[src/rtl/led_seq_pkg.sv]
// Shared types and constants for the LED sequencer: display modes, pattern
// start values and a one-position rotate helper.
package led_seq_pkg;

    localparam int LED_W = 4;

    typedef enum logic [1:0] {
        MODE_MIRROR = 2'd0,
        MODE_SHIFT  = 2'd1,
        MODE_BOUNCE = 2'd2,
        MODE_BLINK  = 2'd3
    } mode_e;

    localparam logic [LED_W-1:0] LED_RESET       = 4'b1111;
    localparam logic [LED_W-1:0] START_SHIFT_FWD = 4'b0001;
    localparam logic [LED_W-1:0] START_SHIFT_REV = 4'b1000;
    localparam logic [LED_W-1:0] START_BOUNCE    = 4'b0001;
    localparam logic [LED_W-1:0] START_BLINK     = 4'b1111;

    // left = 1 moves the lit LED towards the MSB, wrapping at the ends.
    function automatic logic [LED_W-1:0] rotate(input logic [LED_W-1:0] v, input logic left);
        return left ? {v[LED_W-2:0], v[LED_W-1]} : {v[0], v[LED_W-1:1]};
    endfunction

endpackage

[src/rtl/led_sequencer_if.sv]
// Board-facing GPIO bundle of the LED sequencer; master drives the switches,
// slave (the sequencer) drives LEDs, mode and the step pulse.
interface led_sequencer_if;
    import led_seq_pkg::*;

    logic [LED_W-1:0] gpio_switch;
    logic [LED_W-1:0] gpio_led;
    logic [1:0]       mode;
    logic             step_tick;

    modport master (
        output gpio_switch,
        input  gpio_led,
        input  mode,
        input  step_tick
    );

    modport slave (
        input  gpio_switch,
        output gpio_led,
        output mode,
        output step_tick
    );

endinterface

[src/rtl/led_sequencer_switch_debounce.sv]
// Two-flop synchroniser followed by an independent debounce counter per bit;
// a bit only follows its input after DEBOUNCE_CYCLES consecutive differing cycles.
module switch_debounce #(
    parameter int DEBOUNCE_CYCLES = 500_000,
    parameter int WIDTH           = 4
) (
    input  logic             clk,
    input  logic             rst_n,
    input  logic [WIDTH-1:0] i_raw,
    output logic [WIDTH-1:0] o_stable
);

    localparam int            CW       = (DEBOUNCE_CYCLES > 1) ? $clog2(DEBOUNCE_CYCLES) : 1;
    localparam logic [CW-1:0] CNT_LAST = CW'(DEBOUNCE_CYCLES - 1);

    logic [WIDTH-1:0] r_meta;
    logic [WIDTH-1:0] r_sync;

    always_ff @(posedge clk or negedge rst_n) begin
        if (!rst_n) begin
            r_meta <= '0;
            r_sync <= '0;
        end else begin
            r_meta <= i_raw;
            r_sync <= r_meta;
        end
    end

    generate
        for (genvar gi = 0; gi < WIDTH; gi++) begin : g_bit
            logic [CW-1:0] r_cnt;
            logic          r_stable;

            // Any matching cycle restarts the count, so short glitches never commit.
            always_ff @(posedge clk or negedge rst_n) begin
                if (!rst_n) begin
                    r_cnt    <= '0;
                    r_stable <= 1'b0;
                end else if (r_sync[gi] == r_stable) begin
                    r_cnt    <= '0;
                end else if (r_cnt == CNT_LAST) begin
                    r_cnt    <= '0;
                    r_stable <= r_sync[gi];
                end else begin
                    r_cnt    <= r_cnt + CW'(1);
                end
            end

            assign o_stable[gi] = r_stable;
        end
    endgenerate

endmodule

[src/rtl/led_sequencer.sv]
// Four-LED display controller: debounced switches pick mirror, walking-one,
// ping-pong or blink; pattern steps advance on a pausable prescaler tick.
module led_sequencer
    import led_seq_pkg::*;
#(
    parameter int TICK_DIV        = 12_500_000,
    parameter int DEBOUNCE_CYCLES = 500_000
) (
    input  logic          SYSTEMCLOCK,
    input  logic          PUSH_BUTTON_RESET_RAW,
    led_sequencer_if.slave bus
);

    localparam int            PW        = (TICK_DIV > 1) ? $clog2(TICK_DIV) : 1;
    localparam logic [PW-1:0] TICK_LAST = PW'(TICK_DIV - 1);

    logic [LED_W-1:0] w_sw;
    mode_e            w_sw_mode;
    logic             w_pause;
    logic             w_rev;
    logic             w_hold;
    logic             w_tick;
    logic             w_mode_chg;

    logic [PW-1:0]    r_presc;
    mode_e            r_mode;
    logic [LED_W-1:0] r_led;
    logic             r_dir_up;

    logic [PW-1:0]    w_presc_next;
    mode_e            w_mode_next;
    logic [LED_W-1:0] w_led_next;
    logic             w_dir_up_next;

    switch_debounce #(
        .DEBOUNCE_CYCLES (DEBOUNCE_CYCLES),
        .WIDTH           (LED_W)
    ) u_debounce (
        .clk      (SYSTEMCLOCK),
        .rst_n    (PUSH_BUTTON_RESET_RAW),
        .i_raw    (bus.gpio_switch),
        .o_stable (w_sw)
    );

    assign w_sw_mode  = mode_e'(w_sw[1:0]);
    assign w_pause    = w_sw[2];
    assign w_rev      = w_sw[3];
    assign w_hold     = w_pause && (r_mode != MODE_MIRROR);
    assign w_tick     = (r_presc == TICK_LAST) && !w_hold;
    assign w_mode_chg = (w_sw_mode != r_mode);

    always_ff @(posedge SYSTEMCLOCK or negedge PUSH_BUTTON_RESET_RAW) begin
        if (!PUSH_BUTTON_RESET_RAW) begin
            r_presc  <= '0;
            r_mode   <= MODE_MIRROR;
            r_led    <= LED_RESET;
            r_dir_up <= 1'b1;
        end else begin
            r_presc  <= w_presc_next;
            r_mode   <= w_mode_next;
            r_led    <= w_led_next;
            r_dir_up <= w_dir_up_next;
        end
    end

    always_comb begin
        w_presc_next  = r_presc;
        w_mode_next   = r_mode;
        w_led_next    = r_led;
        w_dir_up_next = r_dir_up;

        // A mode change restarts everything and swallows a coincident step.
        if (w_mode_chg) begin
            w_mode_next   = w_sw_mode;
            w_presc_next  = '0;
            w_dir_up_next = 1'b1;
            case (w_sw_mode)
                MODE_MIRROR: w_led_next = w_sw;
                MODE_SHIFT:  w_led_next = w_rev ? START_SHIFT_REV : START_SHIFT_FWD;
                MODE_BOUNCE: w_led_next = START_BOUNCE;
                MODE_BLINK:  w_led_next = START_BLINK;
                default:     w_led_next = w_sw;
            endcase
        end else begin
            if (!w_hold) begin
                w_presc_next = (r_presc == TICK_LAST) ? '0 : r_presc + PW'(1);
            end
            case (r_mode)
                MODE_MIRROR: w_led_next = w_sw;
                MODE_SHIFT: begin
                    if (w_tick) w_led_next = rotate(r_led, !w_rev);
                end
                MODE_BOUNCE: begin
                    if (w_tick) begin
                        if (r_dir_up && r_led[LED_W-1]) begin
                            w_led_next    = rotate(r_led, 1'b0);
                            w_dir_up_next = 1'b0;
                        end else if (!r_dir_up && r_led[0]) begin
                            w_led_next    = rotate(r_led, 1'b1);
                            w_dir_up_next = 1'b1;
                        end else begin
                            w_led_next    = rotate(r_led, r_dir_up);
                        end
                    end
                end
                MODE_BLINK: begin
                    if (w_tick) w_led_next = ~r_led;
                end
                default: w_led_next = r_led;
            endcase
        end
    end

    assign bus.gpio_led  = r_led;
    assign bus.mode      = r_mode;
    assign bus.step_tick = w_tick;

endmodule

[src/flat_wrapper.sv]
// flat-port wrapper written by rule: the top's interface ports become plain ports
module led_sequencer_flat import led_seq_pkg::*;
#(
    parameter int TICK_DIV        = 12_500_000,
    parameter int DEBOUNCE_CYCLES = 500_000
)
  (SYSTEMCLOCK, PUSH_BUTTON_RESET_RAW, bus_gpio_switch, bus_gpio_led, bus_mode, bus_step_tick);
  led_sequencer_if bus_i ();
  input  logic SYSTEMCLOCK;
  input  logic PUSH_BUTTON_RESET_RAW;
  input wire logic [$bits(bus_i.gpio_switch)-1:0] bus_gpio_switch;
  output wire logic [$bits(bus_i.gpio_led)-1:0] bus_gpio_led;
  output wire logic [$bits(bus_i.mode)-1:0] bus_mode;
  output wire logic [$bits(bus_i.step_tick)-1:0] bus_step_tick;
  assign bus_i.gpio_switch = bus_gpio_switch;
  assign bus_gpio_led = bus_i.gpio_led;
  assign bus_mode = bus_i.mode;
  assign bus_step_tick = bus_i.step_tick;
  led_sequencer #(.TICK_DIV(TICK_DIV), .DEBOUNCE_CYCLES(DEBOUNCE_CYCLES)) u_core (.SYSTEMCLOCK(SYSTEMCLOCK), .PUSH_BUTTON_RESET_RAW(PUSH_BUTTON_RESET_RAW), .bus(bus_i));
endmodule
[config.mk]
export PLATFORM = sky130hd
export DESIGN_NAME = led_sequencer_flat
export DESIGN_NICKNAME = d
export VERILOG_FILES = /design/src/rtl/led_seq_pkg.sv /design/src/rtl/led_sequencer_if.sv /design/src/rtl/led_sequencer_switch_debounce.sv /design/src/rtl/led_sequencer.sv /design/src/flat_wrapper.sv
export SDC_FILE = /design/constraint.sdc
export NUM_CORES = 1
export LEC_CHECK = 0
export CORE_ASPECT_RATIO = 0.9
export CORE_MARGIN = 1
export CORE_UTILIZATION = 50
export CTS_BUF_LIST = sky130_fd_sc_hd__clkbuf_4
export DETAILED_ROUTE_END_ITERATION = 10
export MAX_ROUTING_LAYER = met4
export PLACE_DENSITY = 0.74
export SLEW_MARGIN = 20
export SYNTH_ARGS = -nofsm -noshare
export SYNTH_HDL_FRONTEND = slang
export SYNTH_SLANG_ARGS = --single-unit
export TNS_END_PERCENT = 50
[constraint.sdc]
create_clock -name SYSTEMCLOCK -period 2.6 [get_ports SYSTEMCLOCK]
set_input_delay 0.52 -clock SYSTEMCLOCK [delete_from_list [all_inputs] [get_ports SYSTEMCLOCK]]
set_output_delay 0.52 -clock SYSTEMCLOCK [all_outputs]
set_load 0.005 [all_outputs]
==> parameters.txt <==
Parameter                              Value

Worst setup path
  Crit end category    primary output
  Crit-path slowest cell    dfrtp_1
  Number of cell instances on the worst register-to-register path    6
  Capture point of the worst path    bus_step_tick
  Startpoint of the worst-slack reg-to-reg timing path    u_core.r_presc[7]
  Required arrival time at the worst endpoint    2080 ps
  Critical path arrival    1900 ps
  Worst R2R End    u_core.r_presc[23]
  Crit path largest cell delay    420 ps
  Critical path, cell by cell    ha_4 > and4_4 > nand4_1 > nor2_2 > dlygate4sd2_1
  Critical path startpoint    u_core.r_presc[1]
  Largest fanout of any net on the critical path    4
  Type of origin of the critical path    flip-flop
  Critical Setup Path Class    flip-flop to primary output
  Reg-to-reg setup timing slack    360 ps

Run
  Max Cap Viol    0

Timing
  Actual slew at the worst max-slew pin    765 ps
  Headroom to the max-slew limit    0.485
  Setup skew after layout    18.8 ps
  Unrepaired setup endpoints after global routing    no
  Shortest clock period the worst path allows after layout    2420 ps
  Hold Violations, Final    0
  Setup ws final    183 ps
  Total Neg Setup Slack    0 ps
  Number of failing setup endpoints in the final timing report    0
  Highest achievable clock rate    0.414 GHz
  Number of slew-limit violations in the final report    0
  Worst hold-check slack    359 ps
  Part of the cycle the worst path needs    0.930

Routing
  Avg WL per Cell    14.4 um
  Final routed wirelength across all metal layers    11.9 mm
  Vias    4606
  Detail Route Antenna Nets    0
  DRC violation total after the first TritonRoute iteration    304
  Number of iterations in the first detailed-routing pass    5
  Final routed DRC violation total    0
  Routed via count divided by cell count    5.58

Final layout
  Antenna diode count    0
  Fraction of final layout cells with drive strength greater than 1    0.100
  Net count, final    667
  Final std cell area, no fill    6630 um^2
  Post-synthesis to final-layout area growth    10.8%
  Number of inserted filler cells in the final layout    996
  Commonest non-fill, non-tap cells in the layout    nor2_1, dfrtp_1, xor2_1, nand2_1, nand3_1
  Share of the core filled with cells in the final layout    0.575
  Most common library cell in the layout ignoring fill and taps    nor2_1

Die
  Number of primary I/O pins    13
  Core Region    11500 um^2
  Row Count    37
  Width of the chip    117 um
  Die area    12400 um^2
  Effective utilization at floorplan    0.519
  Vertical extent of the die    106 um

Clocking
  # clock sinks    119
  Clock root buffer    clkbuf_4
  Latest clock arrival within the worst-skew pair    530 ps
  TritonCTS buffer count    17
  Clock slew seen by the registers of the worst setup and hold paths    110 ps
  Buffer levels on the longest clock path    2
  CTS tree    built
  Number of H-tree levels    4

Hold path
  Class of the tightest hold or removal check    flip-flop to flip-flop

Global route
  Met2 layer usage reported by global route    0.332
  Vias in the first global route    4420
  GR Util All Layers    0.214
  Total grt overflow    0
  Met3 global-route usage    0.0563
  GRT Max-Usage Layer    met2
  Global-route wire length before repair    20.7 mm
  Met1 track demand over resource in global routing    0.272
  Pin count of the biggest net entering global routing    65
  Number of antenna violations at the first check in global routing    0

Synthesis
  Netlist Area Pre-Place    5980 um^2
  Number of flops mapped to enable cells by yosys    0
  Biggest area consumer among synthesized cells    dfrtp_1
  Yosys warning total    0
  Part of the Yosys area used for sequential elements    0.499
  Count of state elements after synthesis    119
  Cell count after synthesis    635
  Most area-consuming cells after synthesis    dfrtp_1, xor2_1, nor2_1
  Commonest register cell after synthesis    dfrtp_1
  Average cell area after synthesis    9.42 um^2
  Post-synth ARST share    1.00
  Number of library cell types mapped by synthesis    50
  Synth top area share    0.477
  Post-Syn Nets    646

Placement
  Half-perimeter wire length of the detailed placement result    7.94 mm
  Global placer's final weighted congestion    0.837
  Total cell area at the placement stage    6290 um^2
  Worst slack at placement    253 ps
  Port-buffer cells    12

Pwr
  Highest ir drop seen on vdd    0.000342 V
  Leakage    2.76 nW
  Pwr dens    492 nW/um^2

Run status
  Status    completed
==> synth_stat cells (3+ instances only) <==
cell      number
nor2_1       115
dfrtp_1      114
xor2_1        57
nand2_1       46
nand3_1       38
nand4_1       31
xnor2_1       27
clkbuf_1      23
o21ai_0       17
inv_1         15
nor4_1        15
and3_1        14
a21oi_1       13
nor3_1        12
a31oi_1        9
and4_1         8
nand2b_1       7
or2_2          7
or3_1          6
dfstp_2        5
ha_1           5
mux2i_1        5
o22ai_1        5
mux2_2         4
nor4b_1        3
==> metrics by stage <==
step | power, mW | instances
after floorplan | 1.97 | 635
after global placement | 2.02 | 788
after detailed placement | 2.03 | 788
after CTS | 3.30 | 825
after global routing | 3.40 | 825
final | 3.26 | 825
==> cell type report <==
type	count	area (um^2)	area share
Timing Repair Buffer	28	251	0.0379
Clock buffer	21	158	0.0238
Inverter	15	56.3	0.00849
Multi-Input combinational cell	475	2880	0.434
Tap cell	156	195	0.0294
Clock inverter	11	109	0.0164
Sequential cell	119	2990	0.450
==> state kept, by name, indices dropped and copies added, names as in the netlist <==
register                          cells
u_core.bus.gpio_led                   4
u_core.bus.mode                       2
u_core.r_dir_up                       1
u_core.r_presc                       24
u_core.u_debounce.g_bit.r_cnt        76
u_core.u_debounce.g_bit.r_stable      4
u_core.u_debounce.r_meta              4
u_core.u_debounce.r_sync              4
==> critical path, delay by kind of cell (launching register included) <==
kind	cells	cell delay [ps]
AND/OR/NAND/NOR	3	540
flip-flops	1	420
buffers and inverters	1	250
adder cells (fa/ha/maj)	1	170
==> layer usage <==
metal,routed length (um),vias to the layer above
li1,-,2263
met5,0,-
met2,5680,91
met3,494,14
met1,5610,2238
met4,132,0
==> cells by family (layout without fill, tap and decap cells) <==
| logic type | count (synthesis) | in the layout | share of synthesized area |
|---|---|---|---|
| compound gates | 65 | 65 | 0.0692 |
| xor+xnor | 84 | 84 | 0.123 |
| fa+ha+maj | 5 | 5 | 0.0105 |
| buf+inv | 41 | 75 | 0.0261 |
| flops | 119 | 119 | 0.499 |
| mux | 9 | 9 | 0.0159 |
| simple gates | 312 | 312 | 0.257 |
==> where the power goes <==
part / internal, mW / switching (mW) / leakage (nW)
sequential: 1.87 / 0.0190 / 1.60
combinational: 0.0309 / 0.0690 / 1.02
clock: 0.597 / 0.676 / 0.142
==> how the worst min path moves through the flow <==
stage / from / to / cells past startpoint
finish: u_core.u_debounce.r_meta[1] / u_core.u_debounce.r_sync[1] / 0
detailed placement: u_core.u_debounce.r_meta[1] / u_core.u_debounce.r_sync[1] / 0
CTS: u_core.u_debounce.r_meta[1] / u_core.u_debounce.r_sync[1] / 0
floorplan: PUSH_BUTTON_RESET_RAW / u_core.bus.mode[0] / 0
global route: u_core.u_debounce.r_meta[1] / u_core.u_debounce.r_sync[1] / 0
global placement: u_core.u_debounce.r_meta[0] / u_core.u_debounce.r_sync[0] / 0
==> repair_timing <==
action                                  CTS  global route
setup buffers                             4             0
hold buffers                              1             0
hold endpoints to repair                 35             0
resized for setup                         8             0
endpoints found under the setup margin    1             0
No activity file was read; power rests on OpenSTA's default activity.
